### src/rtl/wavegen_pkg.sv
// Shared types and constants for the multi-channel waveform generator:
// waveform encodings, config register addresses and sequencer states.
package wavegen_pkg;

   typedef enum logic [1:0] {
      SAWTOOTH = 2'd0,
      TRIANGLE = 2'd1,
      SQUARE   = 2'd2,
      MUTE     = 2'd3
   } wave_t;

   localparam logic [1:0] CFG_ADDR_INC  = 2'd0;
   localparam logic [1:0] CFG_ADDR_AMP  = 2'd1;
   localparam logic [1:0] CFG_ADDR_WAVE = 2'd2;
   localparam logic [1:0] CFG_ADDR_DUTY = 2'd3;

   typedef enum logic [1:0] {
      ST_IDLE  = 2'd0,
      ST_RUN   = 2'd1,
      ST_DRAIN = 2'd2
   } seq_state_t;

endpackage

### src/rtl/wave_shaper.sv
// Combinational phase-to-sample shaping for one channel.
// Optional amplitude scaling is built only when WAVEGEN_AMPLITUDE_EN is defined.
module wave_shaper
   import wavegen_pkg::*;
#(
   parameter int DATA_WIDTH = 8
) (
   input  logic [DATA_WIDTH-1:0] i_phase,
   input  wave_t                 i_wave,
   input  logic [DATA_WIDTH-1:0] i_duty,
`ifdef WAVEGEN_AMPLITUDE_EN
   input  logic [DATA_WIDTH-1:0] i_amp,
`endif
   output logic [DATA_WIDTH-1:0] o_sample
);

   logic [DATA_WIDTH-1:0] w_tri;
   logic [DATA_WIDTH-1:0] w_wave;

   // Doubling the phase folds the upper half back down into a falling ramp.
   assign w_tri = {i_phase[DATA_WIDTH-2:0], 1'b0};

   // Raw waveform selection
   always_comb begin
      w_wave = {DATA_WIDTH{1'b0}};
      case (i_wave)
         SAWTOOTH: w_wave = i_phase;
         TRIANGLE: w_wave = i_phase[DATA_WIDTH-1] ? ~w_tri : w_tri;
         SQUARE:   w_wave = (i_phase < i_duty) ? {DATA_WIDTH{1'b1}} : {DATA_WIDTH{1'b0}};
         MUTE:     w_wave = {DATA_WIDTH{1'b0}};
         default:  w_wave = {DATA_WIDTH{1'b0}};
      endcase
   end

`ifdef WAVEGEN_AMPLITUDE_EN
   logic [DATA_WIDTH:0]     w_amp_p1;
   logic [2*DATA_WIDTH-1:0] w_prod;

   // amp+1 makes an all-ones amplitude an exact unity gain after the shift.
   assign w_amp_p1 = {1'b0, i_amp} + {{DATA_WIDTH{1'b0}}, 1'b1};
   assign w_prod   = {{DATA_WIDTH{1'b0}}, w_wave} * {{(DATA_WIDTH-1){1'b0}}, w_amp_p1};
   assign o_sample = DATA_WIDTH'(w_prod >> DATA_WIDTH);
`else
   assign o_sample = w_wave;
`endif

endmodule

### src/rtl/multi_wave_generator.sv
// Multi-channel waveform generator: per-channel register file, sweep sequencer
// and registered sample output. Amplitude scaling enabled by WAVEGEN_AMPLITUDE_EN.
module multi_wave_generator
   import wavegen_pkg::*;
#(
   parameter  int DATA_WIDTH = 8,
   parameter  int CHANNELS   = 4,
   localparam int CH_W       = (CHANNELS > 2) ? $clog2(CHANNELS) : 1
) (
   input  logic                  clk_i,
   input  logic                  rst_i,
   input  logic                  enable_i,
   input  logic                  next_data_strobe_i,
   input  logic                  cfg_valid_strobe_i,
   input  logic [CH_W-1:0]       cfg_channel_i,
   input  logic [1:0]            cfg_addr_i,
   input  logic [DATA_WIDTH-1:0] cfg_data_i,
   output logic [DATA_WIDTH-1:0] data_o,
   output logic [CH_W-1:0]       channel_o,
   output logic                  data_out_valid_strobe_o,
   output logic                  busy_o
);

   localparam logic [CH_W-1:0]       LAST_CH    = CH_W'(CHANNELS - 1);
   localparam logic [DATA_WIDTH-1:0] DUTY_RESET = {1'b1, {(DATA_WIDTH-1){1'b0}}};

   logic [DATA_WIDTH-1:0] r_phase [CHANNELS];
   logic [DATA_WIDTH-1:0] r_inc   [CHANNELS];
   wave_t                 r_wave  [CHANNELS];
   logic [DATA_WIDTH-1:0] r_duty  [CHANNELS];
`ifdef WAVEGEN_AMPLITUDE_EN
   logic [DATA_WIDTH-1:0] r_amp   [CHANNELS];
`endif

   seq_state_t            r_state;
   seq_state_t            w_next_state;
   logic [CH_W-1:0]       r_idx;
   logic                  r_busy;
   logic [DATA_WIDTH-1:0] r_data;
   logic [CH_W-1:0]       r_chan;
   logic                  r_valid;

   logic                  w_accept;
   logic                  w_process;
   logic                  w_cfg_ch_ok;
   logic [DATA_WIDTH-1:0] w_new_phase;
   logic [DATA_WIDTH-1:0] w_sample;

   assign w_cfg_ch_ok = (32'(cfg_channel_i) < 32'(CHANNELS));
   assign w_new_phase = r_phase[r_idx] + r_inc[r_idx];

   wave_shaper #(
      .DATA_WIDTH (DATA_WIDTH)
   ) u_shaper (
      .i_phase  (w_new_phase),
      .i_wave   (r_wave[r_idx]),
      .i_duty   (r_duty[r_idx]),
`ifdef WAVEGEN_AMPLITUDE_EN
      .i_amp    (r_amp[r_idx]),
`endif
      .o_sample (w_sample)
   );

   // Sequencer next-state: one channel per cycle, then one drain cycle
   // so busy covers the last sample's valid cycle.
   always_comb begin
      w_next_state = r_state;
      w_accept     = 1'b0;
      w_process    = 1'b0;
      case (r_state)
         ST_IDLE: begin
            if (enable_i && next_data_strobe_i) begin
               w_accept     = 1'b1;
               w_next_state = ST_RUN;
            end else begin
               w_next_state = ST_IDLE;
            end
         end
         ST_RUN: begin
            w_process = 1'b1;
            if (r_idx == LAST_CH) begin
               w_next_state = ST_DRAIN;
            end else begin
               w_next_state = ST_RUN;
            end
         end
         ST_DRAIN: w_next_state = ST_IDLE;
         default:  w_next_state = ST_IDLE;
      endcase
   end

   // Sequencer state, channel index and busy flag
   always_ff @(posedge clk_i) begin
      if (rst_i) begin
         r_state <= ST_IDLE;
         r_idx   <= {CH_W{1'b0}};
         r_busy  <= 1'b0;
      end else begin
         r_state <= w_next_state;
         r_busy  <= (w_next_state != ST_IDLE);
         if (w_accept) begin
            r_idx <= {CH_W{1'b0}};
         end else if (w_process) begin
            r_idx <= r_idx + CH_W'(1);
         end
      end
   end

   // Config register file; a channel processed on the write edge sees the old value.
   always_ff @(posedge clk_i) begin
      if (rst_i) begin
         for (int i = 0; i < CHANNELS; i++) begin
            r_inc[i]  <= {DATA_WIDTH{1'b0}};
            r_wave[i] <= SAWTOOTH;
            r_duty[i] <= DUTY_RESET;
`ifdef WAVEGEN_AMPLITUDE_EN
            r_amp[i]  <= {DATA_WIDTH{1'b1}};
`endif
         end
      end else if (cfg_valid_strobe_i && w_cfg_ch_ok) begin
         case (cfg_addr_i)
            CFG_ADDR_INC:  r_inc[cfg_channel_i]  <= cfg_data_i;
`ifdef WAVEGEN_AMPLITUDE_EN
            CFG_ADDR_AMP:  r_amp[cfg_channel_i]  <= cfg_data_i;
`endif
            CFG_ADDR_WAVE: r_wave[cfg_channel_i] <= wave_t'(cfg_data_i[1:0]);
            CFG_ADDR_DUTY: r_duty[cfg_channel_i] <= cfg_data_i;
            default: ;
         endcase
      end
   end

   // Phase accumulators and registered sample output
   always_ff @(posedge clk_i) begin
      if (rst_i) begin
         for (int i = 0; i < CHANNELS; i++) begin
            r_phase[i] <= {DATA_WIDTH{1'b0}};
         end
         r_data  <= {DATA_WIDTH{1'b0}};
         r_chan  <= {CH_W{1'b0}};
         r_valid <= 1'b0;
      end else begin
         r_valid <= 1'b0;
         if (w_process) begin
            r_phase[r_idx] <= w_new_phase;
            r_data         <= w_sample;
            r_chan         <= r_idx;
            r_valid        <= 1'b1;
         end
      end
   end

   assign data_o                  = r_data;
   assign channel_o               = r_chan;
   assign data_out_valid_strobe_o = r_valid;
   assign busy_o                  = r_busy;

endmodule
### config.mk
export PLATFORM = sky130hd
export DESIGN_NAME = multi_wave_generator
export DESIGN_NICKNAME = d
export VERILOG_FILES = /design/src/rtl/wavegen_pkg.sv /design/src/rtl/wave_shaper.sv /design/src/rtl/multi_wave_generator.sv
export SDC_FILE = /design/constraint.sdc
export NUM_CORES = 1
export LEC_CHECK = 0
export ABC_AREA = 1
export ABC_CLOCK_PERIOD_IN_PS = 3100
export CAP_MARGIN = 15
export CORE_ASPECT_RATIO = 1.4
export CORE_MARGIN = 2
export CORE_UTILIZATION = 40
export DETAILED_ROUTE_END_ITERATION = 10
export PLACE_DENSITY = 0.64
export SYNTH_ARGS = -nofsm -noshare
export SYNTH_HDL_FRONTEND = slang
export SYNTH_SLANG_ARGS = --single-unit
export TNS_END_PERCENT = 20
### constraint.sdc
create_clock -name clk_i -period 3.1 [get_ports clk_i]
set_input_delay 0.465 -clock clk_i [delete_from_list [all_inputs] [get_ports clk_i]]
set_output_delay 0.465 -clock clk_i [all_outputs]
set_load 0.005 [all_outputs]
Word level (Yosys, flattened, before mapping)
Memory sizes are Yosys's and may differ from the RTL's. A register that Yosys moved wholly into a read port is not among the register bits.
Index checks and enable logic that the tools add are counted.
Widths: inputs -> output; s select.
{"block": "word_totals", "inputBits": 17, "mem_count": 4, "reg_bits": 16, "ram_bits": 104}
{"memory": "r_duty", "words": 4, "width": 8, "rd": 1, "rd_clocked_by_memory_dff": 1, "wr": 4, "line": "multi_wave_generator.sv:30", "source": "logic [DATA_WIDTH-1:0] r_duty [CHANNELS];"}
{"memory": "r_inc", "words": 4, "width": 8, "rd": 1, "rd_clocked_by_memory_dff": 1, "wr": 4, "line": "multi_wave_generator.sv:28", "source": "logic [DATA_WIDTH-1:0] r_inc [CHANNELS];"}
{"memory": "r_phase", "words": 4, "width": 8, "rd": 1, "rd_clocked_by_memory_dff": 1, "wr": 4, "line": "multi_wave_generator.sv:27", "source": "logic [DATA_WIDTH-1:0] r_phase [CHANNELS];"}
{"memory": "r_wave", "words": 4, "width": 2, "rd": 1, "rd_clocked_by_memory_dff": 1, "wr": 4, "line": "multi_wave_generator.sv:29", "source": "wave_t r_wave [CHANNELS];"}
{"block": "op_classes", "n_eq_ne": 7, "muxes": 46, "addsub": 2, "magnitude_cmp": 1, "bitwise_logic": 1, "n_reduce_logical": 10}
{"op": "$mux 8", "count": 5}
{"op": "$pmux 8 s4", "count": 1}
{"op": "$mux 2", "count": 14}
{"op": "$mux 1", "count": 25}
{"op": "$reduce_or 8->1", "count": 3}
{"op": "$eq 2x2->1 const B", "count": 5}
{"op": "$add 8x8->8", "count": 1}
{"op": "$lt 8x8->1", "count": 1}
{"op": "$not 8->8", "count": 1}
{"op": "$logic_not 2->1", "count": 3}
{"op": "$eq 2x1->1 const B", "count": 2}
{"op": "$pmux 2 s2", "count": 1}
{"op": "$reduce_or 2->1", "count": 2}
{"op": "$add 2x1->2 const B", "count": 1}
{"op": "$reduce_bool 2->1", "count": 1}
{"op": "$logic_and 1x1->1", "count": 1}

Depth between registers and ports, before layout
Gate-level depths: netlist of the first run.
{"block": "logic_depth", "word_depth": 7, "ltp_mapped": 24, "mapped_depth_nobuf": 22}

Cells and area by module
Synthesis of the first run repeated with hierarchy kept, for this count alone.
{"block": "unflattened", "cells_unflattened": 633, "area_unflattened_um2": 5941.9}
{"module": "multi_wave_generator", "instances": 1, "cells_each": 561, "seq_area_each_um2": 3483.3, "area_each_um2": 5542.8}
{"module": "wave_shaper", "instances": 1, "cells_each": 72, "seq_area_each_um2": 0.0, "area_each_um2": 399.1}

Worst setup path before layout of the first run
OpenSTA, ideal clock, no wires.
{"block": "synth_timing", "path_kind": "register to register", "startpoint": "register (tool-made name)", "endpoint": "register r_data[0], in the netlist data_o[0]", "setup_slack_ps": 39, "arrival_time_ps": 3002, "required_time_ps": 3041, "path_stages_with_launch": 22, "synth_period_minus_slack_ps": 3061, "setup_ps": 59, "cell_sequence": "dfxtp_1 -> buf_4 -> clkbuf_1 -> o21ai_0 -> o22ai_1 -> ha_1 -> inv_1 -> fa_1 -> inv_1 -> nand2_1 -> nand2_1 -> nand2_1 -> nand2_1 -> inv_1 -> ha_1 -> a21oi_1 -> o21ai_0 -> nor3_1 -> nand2_2 -> nand3_1 -> nand2_1 -> nand2_1"}
{"element": "end signal, assigned", "line": "multi_wave_generator.sv:139", "source": "r_data <= {DATA_WIDTH{1'b0}};"}
{"element": "end signal, assigned", "line": "multi_wave_generator.sv:146", "source": "r_data <= w_sample;"}
{"element": "end, declared", "line": "multi_wave_generator.sv:39", "source": "logic [DATA_WIDTH-1:0] r_data;"}

==> metrics.md, run 1 <==
| Metric | Value |
|---|---|
| Run status | `complete, no violations` |
| FFs w/ async S/R, synth | `0` |
| Design Area, Final | `0.00774 sq mm` |
| Hold buffer count at cts | `0` |
| Worst r2r path cells | `23` |
| Maximum VDD drop | `around 0.00041 V` |
| Post-DR vias/cell | `between 5 and 6` |
| Crit-path max FO | `8` |
| Post-synthesis sequential area ratio | `0.571` |
| CTS root buf | `clkbuf_16` |
| Synth area leader | `edfxtp_1` |
| Switching power | `1490 uW` |
| Drt drc | `0` |
| Crit share post-route | `0.953` |
| Combinational power share | `0.230` |
| Hpwl dp | `between 10,000 and 15,000 um` |
| Row Count | `53` |
| Number of global-route vias before repair | `4,828` |
| Max Buffers Root-to-Sink | `2` |
| Hold Crit Depth | `2` |
| TritonCTS buffer count | `17` |
| Die area | `around 0.016 sq mm` |
| CP startpoint kind | `register` |
| Worst reg2reg setup slack | `0.15 ns` |
| Non-filler cells in the finished layout | `between 900 and 1,000` |
| Die span in x | `roughly 110 um` |
| I/O Pins | `29` |
| Synthesized area per cell | `9.02 sq um` |
| WL met1 | `6360 um` |
| Antenna Cells | `0` |
| Syn Inst Count | `a little under 700` |
| Synth Net Count | `around 710` |
| Hold Crit Start | `data_o[3]$_SDFFE_PP0P_` |
| H-tree depth | `4` |
| Dpl cells | `910` |
| Leak pwr | `0.00326 uW` |
| Register bit total from synthesis | `122` |
| Switching Fraction | `0.297` |
| Clock power share | `0.385` |
| Layout Utilization | `0.516` |
| Antenna violations before repair | `0` |
| Yosys warning count | `0` |
| Largest net degree at the start of global routing | `21` |
| CTS tree | `yes` |
| Worst Tran Pin Value | `0.688 ns` |
| Port bufs | `28` |
| Starting density of the core | `0.407` |
| Initial DRC Count | `between 400 and 500` |
| Metal2 WL | `~8600 um` |
| Clk sinks | `between 100 and 150` |
| Top Metal Used | `met4` |
| Met3 WL | `between 700 and 800 um` |
| Synth area leaders | `edfxtp_1, nand2_1, nor2_1` |
| P_int | `about 3500 uW` |
| 1st-pass router iterations | `5` |
| GP Congestion | `about 0.96` |
| Critical path capture point type | `register` |
| FF-to-FF End | `data_o[1]$_SDFFE_PP0P_` |
| Netlist Area Pre-Place | `about 0.006 sq mm` |
| Global-route wire length before repair | `25,400 um` |
| Hold Fails Final Rpt | `0` |
| Crit path required time | `~3.5 ns` |
| Critical path class | `reg2reg` |
| Hold Crit Class | `reg2reg` |
| Share of layout cells above drive strength 1 | `0.199` |
| Power, Total | `~5000 uW` |
| Number of max-cap violations | `0` |
| WL final | `about 17,000 um` |
| Slew HR | `0.541` |
| Min cycle time layout | `approximately 3.0 ns` |
| Layout net count | `778` |
| EDFF count, synth | `around 100` |
| Unique masters post-synth | `34` |
| Worst Hold End | `data_o[3]$_SDFFE_PP0P_` |
| Final Slew Violations | `0` |
| Die height | `about 150 um` |
| DP Area | `a little under 0.007 sq mm` |
| Gr usage total | `0.210` |
| Core area | `~0.015 sq mm` |
| Min Hold Slack | `between 0.4 and 0.5 ns` |
| Via count | `between 4,000 and 5,000` |
| GRT overflow | `0` |
| Final setup violating endpoints | `0` |
| Area grow syn2layout | `26.8%` |
| WP data arrival | `between 3 and 4 ns` |
| Post-DR wirelength/cell | `17.4 um` |
| Achievable Freq | `~0.34 GHz` |
| Final Skew | `between 0.009 and 0.01 ns` |
| Synth Flop Type | `edfxtp_1` |
| Yosys top cell area share | `0.512` |
| ANT nets after route | `0` |
| Power Dens Cells | `approximately 650 mW/mm^2` |
| Sequential power share | `0.385` |
| Clock Pin Slew Worst Setup and Hold Paths | `around 0.060 ns` |
| Clock Latency Late Sink | `roughly 0.42 ns` |
placed cells by master, fill, tap and decap left out, types with 3 or more instances in the layout:
cell and instances:
inv_1 64, clkinv_4 4, clkbuf_16 18, nand3_2 10, nor3_1 19, buf_4 38, o21ai_0 20, edfxtp_1 104
nand3_1 27, ha_4 5, clkinvlp_4 5, nor2_2 3, inv_2 12, clkdlybuf4s50_1 28, a32o_1 7, dfxtp_1 16
o21ai_1 14, nand2_4 5, nand2_2 15, buf_6 4, o22ai_2 4, nand2_1 143, ha_1 9, a21oi_1 17
o21ai_2 3, nor2_1 123, o22ai_1 8
critical path: stages, from the launching register on:
cell,delay (ns)
dfxtp_4,0.38
buf_8,0.15
buf_12,0.13
o21ai_4,0.13
o22ai_2,0.11
ha_1,0.34
nand2_1,0.10
nand2_2,0.07
nand2_2,0.06
nand2_2,0.05
inv_2,0.06
nand2_4,0.06
inv_2,0.06
nand2_4,0.05
nand2_4,0.06
inv_2,0.05
ha_4,0.21
a21oi_2,0.14
o21ai_2,0.08
nor3_2,0.20
nand2_2,0.17
nand3_2,0.11
nand2_1,0.07
nand2_1,0.05
cell usage after synthesis, types with 2 or more instances:
cell / instances
o22ai_1: 12
buf_6: 3
nand3_1: 34
a32o_1: 7
nand2_2: 5
clkbuf_1: 21
nor2_1: 124
a21oi_1: 19
ha_1: 15
dfxtp_1: 18
inv_1: 69
edfxtp_1: 104
o21ai_1: 3
nor3_1: 20
nand3_2: 3
o21ai_0: 35
nand2_1: 153
inv_2: 9
nor2_2: 2
nand2_4: 5
a32oi_1: 2
cell type report:
type	instances	area [sq um]
inverter	79	304
clock buffer	17	425
multi-input combinational	450	2400
clock inverter	14	150
fill	1362	7250
sequential	122	3490
tap	192	240
timing repair buffer	75	723
worst max-delay path by stage:
stage,slack [ns],start,cells after the start,end
6_report,0.15,register,23,data_o[1]$_SDFFE_PP0P_
5_1_grt,-0.02,register,22,data_o[1]$_SDFFE_PP0P_
4_1_cts,0.01,register,20,data_o[5]$_SDFFE_PP0P_
3_5_place_dp,-0.07,register,19,data_o[5]$_SDFFE_PP0P_
3_3_place_gp,0.004,register,23,data_o[4]$_SDFFE_PP0P_
2_1_floorplan,0.04,register,21,data_o[0]$_SDFFE_PP0P_
power groups by stage:
stage               clock [uW]  sequential (uW)  combinational, uW
global placement             0             1950                973
CTS                       1940             1920               1020
global route              2010             1940               1250
finish                    1930             1930               1150
detailed placement           0             1960                990
floorplan                    0             1940                610
cell families (layout without fill, tap and decap cells):
family / count (synthesis) / count (layout) / share of synthesized area
AO/OA/AOI/OAI: 80 / 80 / 0.0773
flip-flops: 122 / 122 / 0.571
AND/OR/NAND/NOR: 352 / 352 / 0.245
buffers and inverters: 104 / 185 / 0.0683
adder cells (fa/ha/maj): 16 / 16 / 0.0341
XOR/XNOR: 2 / 2 / 0.00410
sequential cells by signal, indices dropped and copies added (netlist names), named ones only:
name,flops
r_inc,32
data_out_valid_strobe_o,1
data_o,8
r_duty,32
r_idx,2
channel_o,2
r_state,2
r_phase,32
busy_o,1
r_wave,8
per-layer routing:
metal	vias up	track usage
li1	2386	-
met2	188	0.373
met1	2369	0.234
met3	49	0.0385
met4	0	0.117
met5	-	0
through the flow:
| stage | setup WS (ns) | setup TNS, ns |
|---|---|---|
| after floorplan | 0.0386 | 0 |
| after global placement | 0.00406 | 0 |
| after detailed placement | -0.0744 | -0.539 |
| after CTS | 0.0137 | 0 |
| after global routing | -0.0246 | -0.0484 |
| final | 0.146 | 0 |
timing repair:
| action | in CTS | in global routing |
|---|---|---|
| endpoints found under the setup margin | 8 | 8 |
| buffers inserted | 4 | 2 |
| gates cloned | 1 | 1 |
| resized for setup | 8 | 67 |
| pin swaps | 4 | 27 |
Power figures use the tool's default switching activity.
==> inputs of run 2 (changes only) <==
--- a/config.mk
+++ b/config.mk
@@ -11,6 +11,7 @@
 export CORE_ASPECT_RATIO = 1.4
 export CORE_MARGIN = 2
 export CORE_UTILIZATION = 40
+export CTS_CLUSTER_SIZE = 16
 export DETAILED_ROUTE_END_ITERATION = 10
 export PLACE_DENSITY = 0.64
 export SYNTH_ARGS = -nofsm -noshare
==> results of run 2 <==
Final layout, timing and power as in run 1 (identical DEF).
==> inputs of run 3 (changes only) <==
--- a/config.mk
+++ b/config.mk
@@ -13,7 +13,7 @@
 export CORE_UTILIZATION = 40
 export CTS_CLUSTER_SIZE = 16
 export DETAILED_ROUTE_END_ITERATION = 10
-export PLACE_DENSITY = 0.64
+export PLACE_DENSITY = 0.67
 export SYNTH_ARGS = -nofsm -noshare
 export SYNTH_HDL_FRONTEND = slang
 export SYNTH_SLANG_ARGS = --single-unit
==> metrics.md, run 3 (synthesis results as in run 1) <==
| Metric | Value |
|---|---|
| Cells along the critical path | `buf_12, o21ai_1, o22ai_1, ha_2, inv_1, fa_2, inv_2, nand2_1, nand2_1, nand2_1, nand2_2, inv_2, ha_1, a21oi_2, o21ai_2, nor3_2, nand2_4, nand3_1, nand2_1, nand2_1` |
| Via count | `about 5,000` |
| Core area | `around 0.015 sq mm` |
| Port bufs | `28` |
| CTS tree | `yes` |
| P_int | `3450 uW` |
| Power, Total | `4940 uW` |
| Crit path required time | `between 3 and 4 ns` |
| Area grow syn2layout | `27.3%` |
| Achievable Freq | `roughly 0.33 GHz` |
| Initial DRC Count | `437` |
| Largest regs | `r_duty x32, r_inc x32, r_phase x32` |
| Top Metal Used | `met4` |
| Number of max-cap violations | `0` |
| Critical path class | `reg2reg` |
| Post-DR vias/cell | `between 5 and 6` |
| Switching power | `~1500 uW` |
| GP Congestion | `~0.87` |
| Critical path capture point type | `register` |
| Maximum VDD drop | `approximately 0.00028 V` |
| GRT overflow | `0` |
| Combinational power share | `0.234` |
| Row Count | `53` |
| Slowest Stage Delay on Critical Path | `0.44 ns` |
| Hold Fails Final Rpt | `0` |
| Metal2 WL | `between 8000 and 9000 um` |
| Gr usage total | `0.202` |
| Crit-path max FO | `8` |
| Die height | `between 150 and 200 um` |
| Switching Fraction | `0.302` |
| Final Slew Violations | `0` |
| ANT nets after route | `0` |
| Sequential power share | `0.390` |
| Clock power share | `0.377` |
| Leak pwr | `0.00327 uW` |
| Met3 WL | `between 900 and 1000 um` |
| Final Skew | `0.00665 ns` |
| Number of global-route vias before repair | `4,790` |
| H-tree depth | `4` |
| WL final | `about 16,000 um` |
| Crit share post-route | `0.966` |
| Hold buffer count at cts | `0` |
| Setup TNS | `0 ns` |
| Worst reg2reg setup slack | `around 0.11 ns` |
| Layout net count | `782` |
| Most common cell after layout, fill and taps aside | `nand2_1` |
| Run status | `complete, no violations` |
| 1st-pass router iterations | `7` |
| I/O Pins | `29` |
| CTS root buf | `clkbuf_16` |
| Final setup violating endpoints | `0` |
| Post-DR wirelength/cell | `around 17 um` |
| Largest net degree at the start of global routing | `24` |
| Hold Crit Class | `reg2reg` |
| Clk sinks | `around 120` |
| Share of layout cells above drive strength 1 | `0.199` |
| WP data arrival | `3.36 ns` |
| Hpwl dp | `11,300 um` |
| Slew HR | `0.615` |
| Max Buffers Root-to-Sink | `2` |
| Power Dens Cells | `about 640 mW/mm^2` |
| Antenna Cells | `0` |
| Die span in x | `108 um` |
| Worst Tran Pin Value | `roughly 0.57 ns` |
| CP max stage cell | `dfxtp_4` |
| Die area | `approximately 0.016 sq mm` |
| TritonCTS buffer count | `17` |
| Min Hold Slack | `0.452 ns` |
| Global-route wire length before repair | `roughly 24,000 um` |
| Starting density of the core | `0.407` |
| Clock Latency Late Sink | `approximately 0.42 ns` |
| WL met1 | `around 5900 um` |
| Most numerous cell on the critical path | `nand2_1` |
| Min cycle time layout | `between 2 and 3 ns` |
| Clock Pin Slew Worst Setup and Hold Paths | `about 0.060 ns` |
| Drt drc | `0` |
| Antenna violations before repair | `0` |
| Most frequent cells in the layout | `nand2_1, nor2_1, edfxtp_1` |
| CP startpoint kind | `register` |
run 3: per-layer routing:
metal,global-route usage,vias up
met1,0.221,2355
met3,0.0385,48
met5,0,-
met2,0.358,211
met4,0.121,0
li1,-,2388
run 3: path summary, 6_finish.rpt:
check	startpoint	endpoint	cells after the start
setup / recovery	register	data_o[4]$_SDFFE_PP0P_	20
hold / removal	data_o[7]$_SDFFE_PP0P_	data_o[7]$_SDFFE_PP0P_	2
setup reg to reg	register	data_o[4]$_SDFFE_PP0P_	20
hold reg to reg	data_o[7]$_SDFFE_PP0P_	data_o[7]$_SDFFE_PP0P_	2
run 3: final cells by class:
type                            count  area, sq um
Fill cell                        1328         7220
Sequential cell                   122         3490
Multi-Input combinational cell    450         2400
Timing Repair Buffer               79          782
Clock buffer                       17          425
Inverter                           79          304
Tap cell                          192          240
Clock inverter                     15          126
run 3: power groups by stage:
stage | clock, uW | combinational (uW) | sequential, uW
CTS | 1870 | 995 | 1920
detailed placement | 0 | 985 | 1950
floorplan | 0 | 610 | 1940
global route | 1940 | 1260 | 1930
finish | 1860 | 1150 | 1920
global placement | 0 | 965 | 1950
run 3: stage by stage:
step                 util  cells  setup WS, ns  instance area, sq um
finish              0.518    954         0.105                  7770
global route        0.518    954       -0.0845                  7770
CTS                 0.494    945        0.0239                  7400
detailed placement  0.456    912       -0.0660                  6830
global placement    0.455    911        0.0296                  6830
floorplan               -    676        0.0386                  6100
run 3: worst max-delay path: cells and delay by family (launching register included):
kind | cells | cell delay [ns]
simple gates | 9 | 0.83
fa+ha+maj | 3 | 0.82
compound gates | 4 | 0.51
flops | 1 | 0.44
buf+inv | 4 | 0.32
run 3: what timing repair did:
action                     4_1_cts  5_1_grt
setup buffers                    1        6
cloned                           0        3
setup endpoints to repair        8        8
resized for setup                3       71
pin swaps                        4       23
